File: config.mk
export PLATFORM = sky130hd
export DESIGN_NAME = snake_dir_ctrl
export DESIGN_NICKNAME = d
export VERILOG_FILES = /design/src/rtl/snake_pkg.sv /design/src/rtl/snake_cmd_fifo2.sv /design/src/rtl/snake_dir_ctrl.sv
export SDC_FILE = /design/constraint.sdc
export NUM_CORES = 1
export LEC_CHECK = 0
export BUFFER_PORTS_ARGS = -buffer_cell sky130_fd_sc_hd__buf_2
export CORE_UTILIZATION = 40
export CTS_CLUSTER_SIZE = 28
export DETAILED_ROUTE_END_ITERATION = 8
export GPL_TIMING_DRIVEN = 0
export HOLD_SLACK_MARGIN = 0.02
export PLACE_DENSITY_LB_ADDON = 0.12
export SLEW_MARGIN = 30
export SYNTH_ARGS = -nofsm -noshare
export SYNTH_HDL_FRONTEND = slang
export SYNTH_SLANG_ARGS = --single-unit
File: constraint.sdc
create_clock -name Clk -period 2.1 [get_ports Clk]
set_clock_uncertainty 0.15 [all_clocks]
set_input_delay 0.42 -clock Clk [delete_from_list [all_inputs] [get_ports Clk]]
set_output_delay 0.42 -clock Clk [all_outputs]
set_load 0.05 [all_outputs]
File: src/rtl/snake_pkg.sv
// rtl/snake_pkg.sv - shared direction encodings, queue occupancy states and helpers for the snake heading controller
package snake_pkg;

    typedef logic [1:0] dir_t;

    localparam dir_t DIR_UP    = 2'b00;
    localparam dir_t DIR_DOWN  = 2'b01;
    localparam dir_t DIR_LEFT  = 2'b10;
    localparam dir_t DIR_RIGHT = 2'b11;

    // Heading the snake starts with out of reset
    localparam dir_t DIR_RESET = DIR_RIGHT;

    typedef enum logic [1:0] {
        Q_EMPTY = 2'd0,
        Q_ONE   = 2'd1,
        Q_TWO   = 2'd2
    } q_state_t;

    // Same axis (bit1) but other sense (bit0) means a 180-degree turn
    function automatic logic is_opposite(input dir_t a, input dir_t b);
        return (a[1] == b[1]) && (a[0] != b[0]);
    endfunction

endpackage

File: src/rtl/snake_cmd_fifo2.sv
// rtl/snake_cmd_fifo2.sv - two-entry direction command queue with simultaneous push and pop
module snake_cmd_fifo2
    import snake_pkg::*;
(
    input  logic       Clk,
    input  logic       Rst_n,
    input  logic       push,
    input  logic [1:0] push_data,
    input  logic       pop,
    output logic [1:0] head,
    output logic [1:0] tail,
    output logic [1:0] count
);

    q_state_t state;
    q_state_t state_nxt;
    dir_t     entry0;
    dir_t     entry1;

    // Occupancy state register
    always_ff @(posedge Clk or negedge Rst_n) begin
        if (!Rst_n) begin
            state <= Q_EMPTY;
        end else begin
            state <= state_nxt;
        end
    end

    // Occupancy next state; push and pop together leave occupancy unchanged
    always_comb begin
        state_nxt = state;
        case (state)
            Q_EMPTY: if (push)         state_nxt = Q_ONE;
            Q_ONE: begin
                if (push && !pop)      state_nxt = Q_TWO;
                else if (pop && !push) state_nxt = Q_EMPTY;
            end
            Q_TWO:   if (pop && !push) state_nxt = Q_ONE;
            default:                   state_nxt = Q_EMPTY;
        endcase
    end

    // Occupancy count and tail selection derived from the state
    always_comb begin
        count = 2'd0;
        tail  = entry0;
        case (state)
            Q_ONE:   count = 2'd1;
            Q_TWO: begin
                count = 2'd2;
                tail  = entry1;
            end
            default: count = 2'd0;
        endcase
    end

    assign head = entry0;

    // Entry storage; entry0 is always the head, a pop shifts entry1 forward
    always_ff @(posedge Clk or negedge Rst_n) begin
        if (!Rst_n) begin
            entry0 <= DIR_UP;
            entry1 <= DIR_UP;
        end else begin
            case (state)
                Q_EMPTY: begin
                    if (push) entry0 <= push_data;
                end
                Q_ONE: begin
                    if (push && pop) entry0 <= push_data;
                    else if (push)   entry1 <= push_data;
                end
                Q_TWO: begin
                    if (pop) begin
                        entry0 <= entry1;
                        if (push) entry1 <= push_data;
                    end
                end
                default: ;
            endcase
        end
    end

endmodule

File: src/rtl/snake_dir_ctrl.sv
// rtl/snake_dir_ctrl.sv - snake heading controller; define SNAKE_REVERSE_GUARD_EN to reject 180-degree turns
module snake_dir_ctrl
    import snake_pkg::*;
(
    input  logic       Clk,
    input  logic       Rst_n,
    input  logic       key_up,
    input  logic       key_down,
    input  logic       key_left,
    input  logic       key_right,
    input  logic       tick,
    output logic [1:0] dir,
    output logic       dir_chg,
    output logic       key_drop,
    output logic [1:0] q_cnt
);

    logic key_any;
    dir_t cand;
    dir_t ref_dir;
    dir_t q_head;
    dir_t q_tail;
    logic q_pop;
    logic q_push;
    logic rej_dup;
    logic rej_full;
    logic rej_opp;
    logic reject;

    // Resolve same-cycle presses by fixed priority; losers are silently ignored
    always_comb begin
        key_any = 1'b1;
        cand    = DIR_UP;
        if (key_up)         cand = DIR_UP;
        else if (key_down)  cand = DIR_DOWN;
        else if (key_left)  cand = DIR_LEFT;
        else if (key_right) cand = DIR_RIGHT;
        else                key_any = 1'b0;
    end

    // A new key is judged against the last queued command, or the live heading when nothing is queued
    assign ref_dir  = (q_cnt != 2'd0) ? q_tail : dir;
    assign q_pop    = tick && (q_cnt != 2'd0);
    assign rej_dup  = (cand == ref_dir);
    assign rej_full = (q_cnt == 2'd2) && !q_pop;

`ifdef SNAKE_REVERSE_GUARD_EN
    assign rej_opp  = is_opposite(cand, ref_dir);
`else
    assign rej_opp  = 1'b0;
`endif

    assign reject = rej_dup || rej_full || rej_opp;
    assign q_push = key_any && !reject;

    snake_cmd_fifo2 u_cmd_fifo (
        .Clk       (Clk),
        .Rst_n     (Rst_n),
        .push      (q_push),
        .push_data (cand),
        .pop       (q_pop),
        .head      (q_head),
        .tail      (q_tail),
        .count     (q_cnt)
    );

    // Apply the queue head on a tick and register the one-cycle status pulses
    always_ff @(posedge Clk or negedge Rst_n) begin
        if (!Rst_n) begin
            dir      <= DIR_RESET;
            dir_chg  <= 1'b0;
            key_drop <= 1'b0;
        end else begin
            dir_chg  <= q_pop;
            key_drop <= key_any && reject;
            if (q_pop) dir <= q_head;
        end
    end

endmodule

==> flow_summary.ini, run 1 <==
[critical_path]
critical_path_arrival_ns = 2.29
reg2reg_setup_slack_ns = -0.17
critical_path_required_ns = 2.12
critical_path.max_fanout = 8
crit_path_end_kind = register
start_kind = register
timing.setup.critical_path_class = reg -> reg
reg2regPathDepth = 8

[floorplan]
coreArea_um2 = 1580
num_rows = 14
die_area_um2 = 1950
floorplan.initialDensity = 0.452
chipWidth_um = 44.2
top_level_ports = 13
die_y_um = 44.2

[drt]
detail_route.wl_per_cell_um = 14.9
antenna_violating_nets_post_route = 0
drc = 0
routed_wire_length_mm = 1.90
vias_per_cell = 5.53
drt-pass1-iter-count = 6
detail_route.iter0.violations = 12
routed-via-count = 708

[clock_tree]
cts_htree_levels = 1
number_of_clock_sinks_seen_by_cts = 10
cts_made_buffers = 3
root_driver = sky130_fd_sc_hd__clkbuf_4
clock_tree.buffer_depth = 2
clk_transition_reported_paths_ns = 0.07
clock_tree_from_tritoncts = yes
worst_skew_late_latency_ns = 0.28

[finish]
insertedDiodeCount = 0
multi_input_comb_area_um2 = 571
synthToLayoutAreaGrowth_pct = 50.6
layout.area.seq_um2 = 253
layout.filler_cells = 126
drive_above_1_share = 0.482
final_nets = 125

[timing]
setup_slack_ns = -0.165
achievable-frequency_mhz = 441
grt_setup_unrepaired = yes
worst_case_headroom_to_the_max_slew_limit = 0.421
fin_crit_sh = 1.08
final_period_minus_worst_setup_slack_ns = 2.27
timing_worst_slew_pin_value_ns = 0.860
finalSetupViolCount = 6
slew_violations = 0
finalHoldViolCount = 0

[grt]
grt.total_usage = 0.226
global_route.peak_usage_layer = met2
grt_first_pass_wirelength_mm = 3.18
gr-usage-met1 = 0.295
grt_pass1_vias = 682
number_of_antenna_violations_at_the_first_check_in_global_routing = 0
grt.met2_usage = 0.374
grt_util_met3 = 0.0286
grt_overflow_total = 0
maximum_number_of_pins_on_one_net_before_global_route_repair = 11

[logic_synthesis]
dominantRegCellSynth = sky130_fd_sc_hd__dfrtp_1
yosys_warnings = 0
post_synth_mux_area_share = 0.0316
synth-edff-count = 0
synth_top_family_by_area = compound AO/OA/AOI/OAI gates
synth.cell_area_um2 = 712
synth_cell_type_count = 31
synth_xor_xnor_area_share = 0.0246
synthesis.instances = 83
synth-async-reset-ratio = 1.00
synthesis.area_per_instance_um2 = 8.58
post_synthesis_net_count = 95
seq_area_frac_synth = 0.355
number_of_flip_flops_and_latches_in_the_synthesized_netlist = 10
area_fraction_in_and_or_nand_and_nor_cells_after_synthesis = 0.199
adder_and_majority_cell_fraction_of_the_synthesized_area = 0.0879
area_fraction_in_compound_gates_after_synthesis = 0.258

[hold_path]
min_path_type = in -> reg
whs_path_depth = 3

[place]
port-buffer-count = 12
gp_congestion = 0.773
hpwl_detailed_mm = 1.15
preCtsSetupSlack_ns = -0.369

[outcome]
result_of_the_run = finished with violations
violations = negative setup slack

[flow_run]
max_cap_violations = 0
critical path, stage by stage, from the launching register on:
cell                      delay, ns
sky130_fd_sc_hd__dfrtp_1       0.40
sky130_fd_sc_hd__inv_2         0.07
sky130_fd_sc_hd__ha_4          0.33
sky130_fd_sc_hd__nor2_2        0.07
sky130_fd_sc_hd__a31oi_4       0.20
sky130_fd_sc_hd__xor2_4        0.24
sky130_fd_sc_hd__a21oi_4       0.13
sky130_fd_sc_hd__o311a_1       0.35
sky130_fd_sc_hd__a32o_2        0.22
per-stage QoR:
stage,instances,utilization,setup TNS [ns],hold WS (ns),area (um^2)
2_1_floorplan,83,-,-0.332,-0.0256,724
3_3_place_gp,111,0.510,-1.66,0.150,805
3_5_place_dp,111,0.510,-1.76,0.156,805
4_1_cts,125,0.652,-0.881,0.293,1030
5_1_grt,128,0.680,-1.25,0.312,1070
6_report,128,0.680,-0.740,0.296,1070
final cells by class:
class	instances	area share
buffer	3	0.0152
inverter	5	0.0175
timing repair buffer	25	0.156
sequential	10	0.236
clock buffer	4	0.0245
tap	16	0.0187
multi-input combinational	65	0.532
path summary, 6_finish.rpt:
path | startpoint | to
max | u_cmd_fifo.state[1] | u_cmd_fifo.state[1]
min | tick | dir_chg
max reg2reg | u_cmd_fifo.state[1] | u_cmd_fifo.state[1]
min reg2reg | dir[1] | dir[1]
max in group asynchronous | Rst_n | dir[0]
min in group asynchronous | Rst_n | key_drop
layout by cell type (no fill, tap or decap), types with 2 or more instances in the layout:
master,count
sky130_fd_sc_hd__buf_2,13
sky130_fd_sc_hd__nand2_1,12
sky130_fd_sc_hd__buf_4,10
sky130_fd_sc_hd__dfrtp_1,8
sky130_fd_sc_hd__nor2_1,7
sky130_fd_sc_hd__clkbuf_4,4
sky130_fd_sc_hd__a21oi_1,4
sky130_fd_sc_hd__inv_2,3
sky130_fd_sc_hd__o21ai_0,3
sky130_fd_sc_hd__ha_1,3
sky130_fd_sc_hd__nor2b_1,2
sky130_fd_sc_hd__nand2b_4,2
sky130_fd_sc_hd__a31oi_4,2
sky130_fd_sc_hd__clkbuf_1,2
sky130_fd_sc_hd__o21ai_1,2
sky130_fd_sc_hd__inv_1,2
sky130_fd_sc_hd__a32o_1,2
sky130_fd_sc_hd__a22o_1,2
sky130_fd_sc_hd__a21oi_2,2
sky130_fd_sc_hd__mux2_4,2
sky130_fd_sc_hd__ha_4,2
sky130_fd_sc_hd__dfstp_2,2
sky130_fd_sc_hd__buf_6,2
synth_stat cells, types with 2 or more instances:
| cell type | instances | share of area |
|---|---|---|
| sky130_fd_sc_hd__nand2b_1 | 2 | 0.018 |
| sky130_fd_sc_hd__a22o_1 | 2 | 0.025 |
| sky130_fd_sc_hd__nand2_1 | 13 | 0.069 |
| sky130_fd_sc_hd__inv_1 | 4 | 0.021 |
| sky130_fd_sc_hd__dfrtp_1 | 8 | 0.28 |
| sky130_fd_sc_hd__clkbuf_1 | 2 | 0.011 |
| sky130_fd_sc_hd__nor2b_1 | 2 | 0.018 |
| sky130_fd_sc_hd__mux2_1 | 2 | 0.032 |
| sky130_fd_sc_hd__a21oi_1 | 6 | 0.042 |
| sky130_fd_sc_hd__a31oi_1 | 2 | 0.018 |
| sky130_fd_sc_hd__nor2_1 | 9 | 0.047 |
| sky130_fd_sc_hd__a32o_1 | 2 | 0.028 |
| sky130_fd_sc_hd__dfstp_2 | 2 | 0.074 |
| sky130_fd_sc_hd__ha_1 | 5 | 0.088 |
| sky130_fd_sc_hd__o21ai_0 | 5 | 0.035 |
| sky130_fd_sc_hd__xor2_1 | 2 | 0.025 |
logic make-up after synthesis:
| kind of cell | Yosys count |
|---|---|
| mux | 2 |
| flops | 10 |
| fa+ha+maj | 5 |
| simple gates | 31 |
| buf+inv | 8 |
| xor+xnor | 2 |
| compound gates | 25 |
routing by layer:
metal	routed length, um	vias to the layer above
li1	-	349
met1	883	332
met2	930	22
met3	59	5
met4	31	0
met5	0	-
sequential cells by signal, indices dropped and copies added, names as in the netlist:
register	cells
u_cmd_fifo.state	2
dir	2
dir_chg	1
key_drop	1
u_cmd_fifo.entry1	2
u_cmd_fifo.head	2
what timing repair did:
item	CTS	global route
setup endpoints to repair	6	6
hold endpoints to repair	8	0
resized for setup	22	6
pin swaps	13	5
hold buffers	1	0
buffers inserted	11	3
Power of run 1 is left out: the tool's default activity adds up to more than one toggle a clock period on the data nets, which glitch-free logic cannot reach.
==> run 2: changes to the inputs <==
--- a/config.mk
+++ b/config.mk
@@ -6,12 +6,15 @@
 export NUM_CORES = 1
 export LEC_CHECK = 0
 export BUFFER_PORTS_ARGS = -buffer_cell sky130_fd_sc_hd__buf_2
+export CORE_ASPECT_RATIO = 0.8
+export CORE_MARGIN = 10
 export CORE_UTILIZATION = 40
 export CTS_CLUSTER_SIZE = 28
 export DETAILED_ROUTE_END_ITERATION = 8
 export GPL_TIMING_DRIVEN = 0
 export HOLD_SLACK_MARGIN = 0.02
 export PLACE_DENSITY_LB_ADDON = 0.12
+export RECOVER_POWER = 25
 export SLEW_MARGIN = 30
 export SYNTH_ARGS = -nofsm -noshare
 export SYNTH_HDL_FRONTEND = slang
==> flow_summary.ini, run 2 (same netlist as run 1, synthesis figures left out) <==
[clock_tree]
clock_tree.buffer_depth = 2
clock_tree_from_tritoncts = yes
number_of_clock_sinks_seen_by_cts = 10
worst_skew_late_latency_ns = 0.27
cts_htree_levels = 1
clk_transition_reported_paths_ns = 0.07
root_driver = sky130_fd_sc_hd__clkbuf_4
cts_made_buffers = 3

[timing]
finalHoldViolCount = 0
timing_worst_slew_pin_value_ns = 0.779
achievable-frequency_mhz = 430
grt_setup_unrepaired = yes
worst_case_headroom_to_the_max_slew_limit = 0.476
final_period_minus_worst_setup_slack_ns = 2.32
fin_crit_sh = 1.11
fin_worst_hold_slack_ns = 0.288
setup_slack_ns = -0.224
finalSetupViolCount = 6
slew_violations = 0

[grt]
grt_pass1_vias = 691
grt_overflow_total = 0
number_of_antenna_violations_at_the_first_check_in_global_routing = 0
grt.total_usage = 0.102
grt_first_pass_wirelength_mm = 3.18
maximum_number_of_pins_on_one_net_before_global_route_repair = 11

[floorplan]
die_y_um = 57.7
die_area_um2 = 3880
num_rows = 13
floorplan.initialDensity = 0.429
chipWidth_um = 67.2
coreArea_um2 = 1660
top_level_ports = 13

[finish]
synthToLayoutAreaGrowth_pct = 52.2
mostFrequentLayoutCell = sky130_fd_sc_hd__buf_2
drive_above_1_share = 0.486
mostFrequentLayoutCells = sky130_fd_sc_hd__buf_2 (13), sky130_fd_sc_hd__nand2_1 (11), sky130_fd_sc_hd__dfrtp_1 (8)
insertedDiodeCount = 0
final_nets = 124
layout.filler_cells = 138

[place]
port-buffer-count = 12
hpwl_detailed_mm = 1.23
gp_congestion = 0.837

[hold_path]
min_path_type = in -> reg
holdCritStartpoint = tick

[drt]
antenna_violating_nets_post_route = 0
routed-via-count = 737
detail_route.wl_per_cell_um = 15.1
drt-pass1-iter-count = 4
vias_per_cell = 5.54
detail_route.iter0.violations = 25
routed_wire_length_mm = 2.01
drc = 0

[critical_path]
critical_path_required_ns = 2.11
timing.setup.critical_path_class = reg -> reg
crit_path_end_kind = register
critical_path.max_fanout = 5
start_kind = register
crit_path_start = u_cmd_fifo.state[1]
critical_path_arrival_ns = 2.33
regToRegStartpoint = u_cmd_fifo.state[1]
reg2reg_setup_slack_ns = -0.22

[flow_run]
max_cap_violations = 0

[outcome]
violations = negative setup slack
result_of_the_run = finished with violations
-- run 2: final timing paths --
path,to,cells past startpoint
min,dir_chg,3
max,u_cmd_fifo.state[1],10
min in group asynchronous,u_cmd_fifo.head[1],2
max in group asynchronous,u_cmd_fifo.state[0],2
min reg2reg,dir[0],2
max reg2reg,u_cmd_fifo.state[1],10
-- run 2: routing by layer --
layer / vias to the layer above / routed length [um] / track usage
li1: 356 / - / -
met3: 0 / 167 / 0.0461
met4: 0 / 0 / 0.0175
met2: 23 / 976 / 0.155
met5: - / 0 / 0
met1: 358 / 867 / 0.131
-- run 2: layout make-up --
| cell class | count | area [um^2] | area share |
|---|---|---|---|
| Multi-Input combinational cell | 66 | 579 | 0.535 |
| Sequential cell | 10 | 253 | 0.233 |
| Timing Repair Buffer | 23 | 155 | 0.143 |
| Clock buffer | 4 | 36.3 | 0.0335 |
| Tap cell | 22 | 27.5 | 0.0254 |
| Inverter | 5 | 18.8 | 0.0173 |
| Buffer | 3 | 13.8 | 0.0127 |
-- run 2: stage by stage --
stage               setup TNS (ns)  instances  area [um^2]  utilization  setup slack (ns)
floorplan                   -0.332         83          724            -           -0.0921
global route                 -1.76        133         1080        0.653            -0.353
CTS                         -0.754        131         1020        0.615            -0.155
global placement             -1.62        117          812        0.489            -0.360
finish                      -0.996        133         1080        0.653            -0.224
detailed placement           -1.68        117          812        0.489            -0.368
-- run 2: what timing repair did --
action / in CTS / in global routing
hold buffers: 1 / 0
pin swaps: 10 / 4
setup endpoints to repair: 6 / 6
resized for setup: 17 / 11
cloned: 1 / 0
setup buffers: 8 / 2
endpoints found under the hold margin: 8 / 0
-- run 2: worst max-delay path, stage by stage, from the launching register on --
cell	delay [ns]
sky130_fd_sc_hd__dfrtp_1	0.40
sky130_fd_sc_hd__inv_2	0.08
sky130_fd_sc_hd__ha_4	0.34
sky130_fd_sc_hd__nor2_2	0.06
sky130_fd_sc_hd__a31oi_4	0.16
sky130_fd_sc_hd__xor2_2	0.19
sky130_fd_sc_hd__buf_4	0.13
sky130_fd_sc_hd__buf_4	0.10
sky130_fd_sc_hd__a21oi_4	0.05
sky130_fd_sc_hd__o311a_1	0.34
sky130_fd_sc_hd__a32o_2	0.22
Power of run 2 is left out for the same reason.
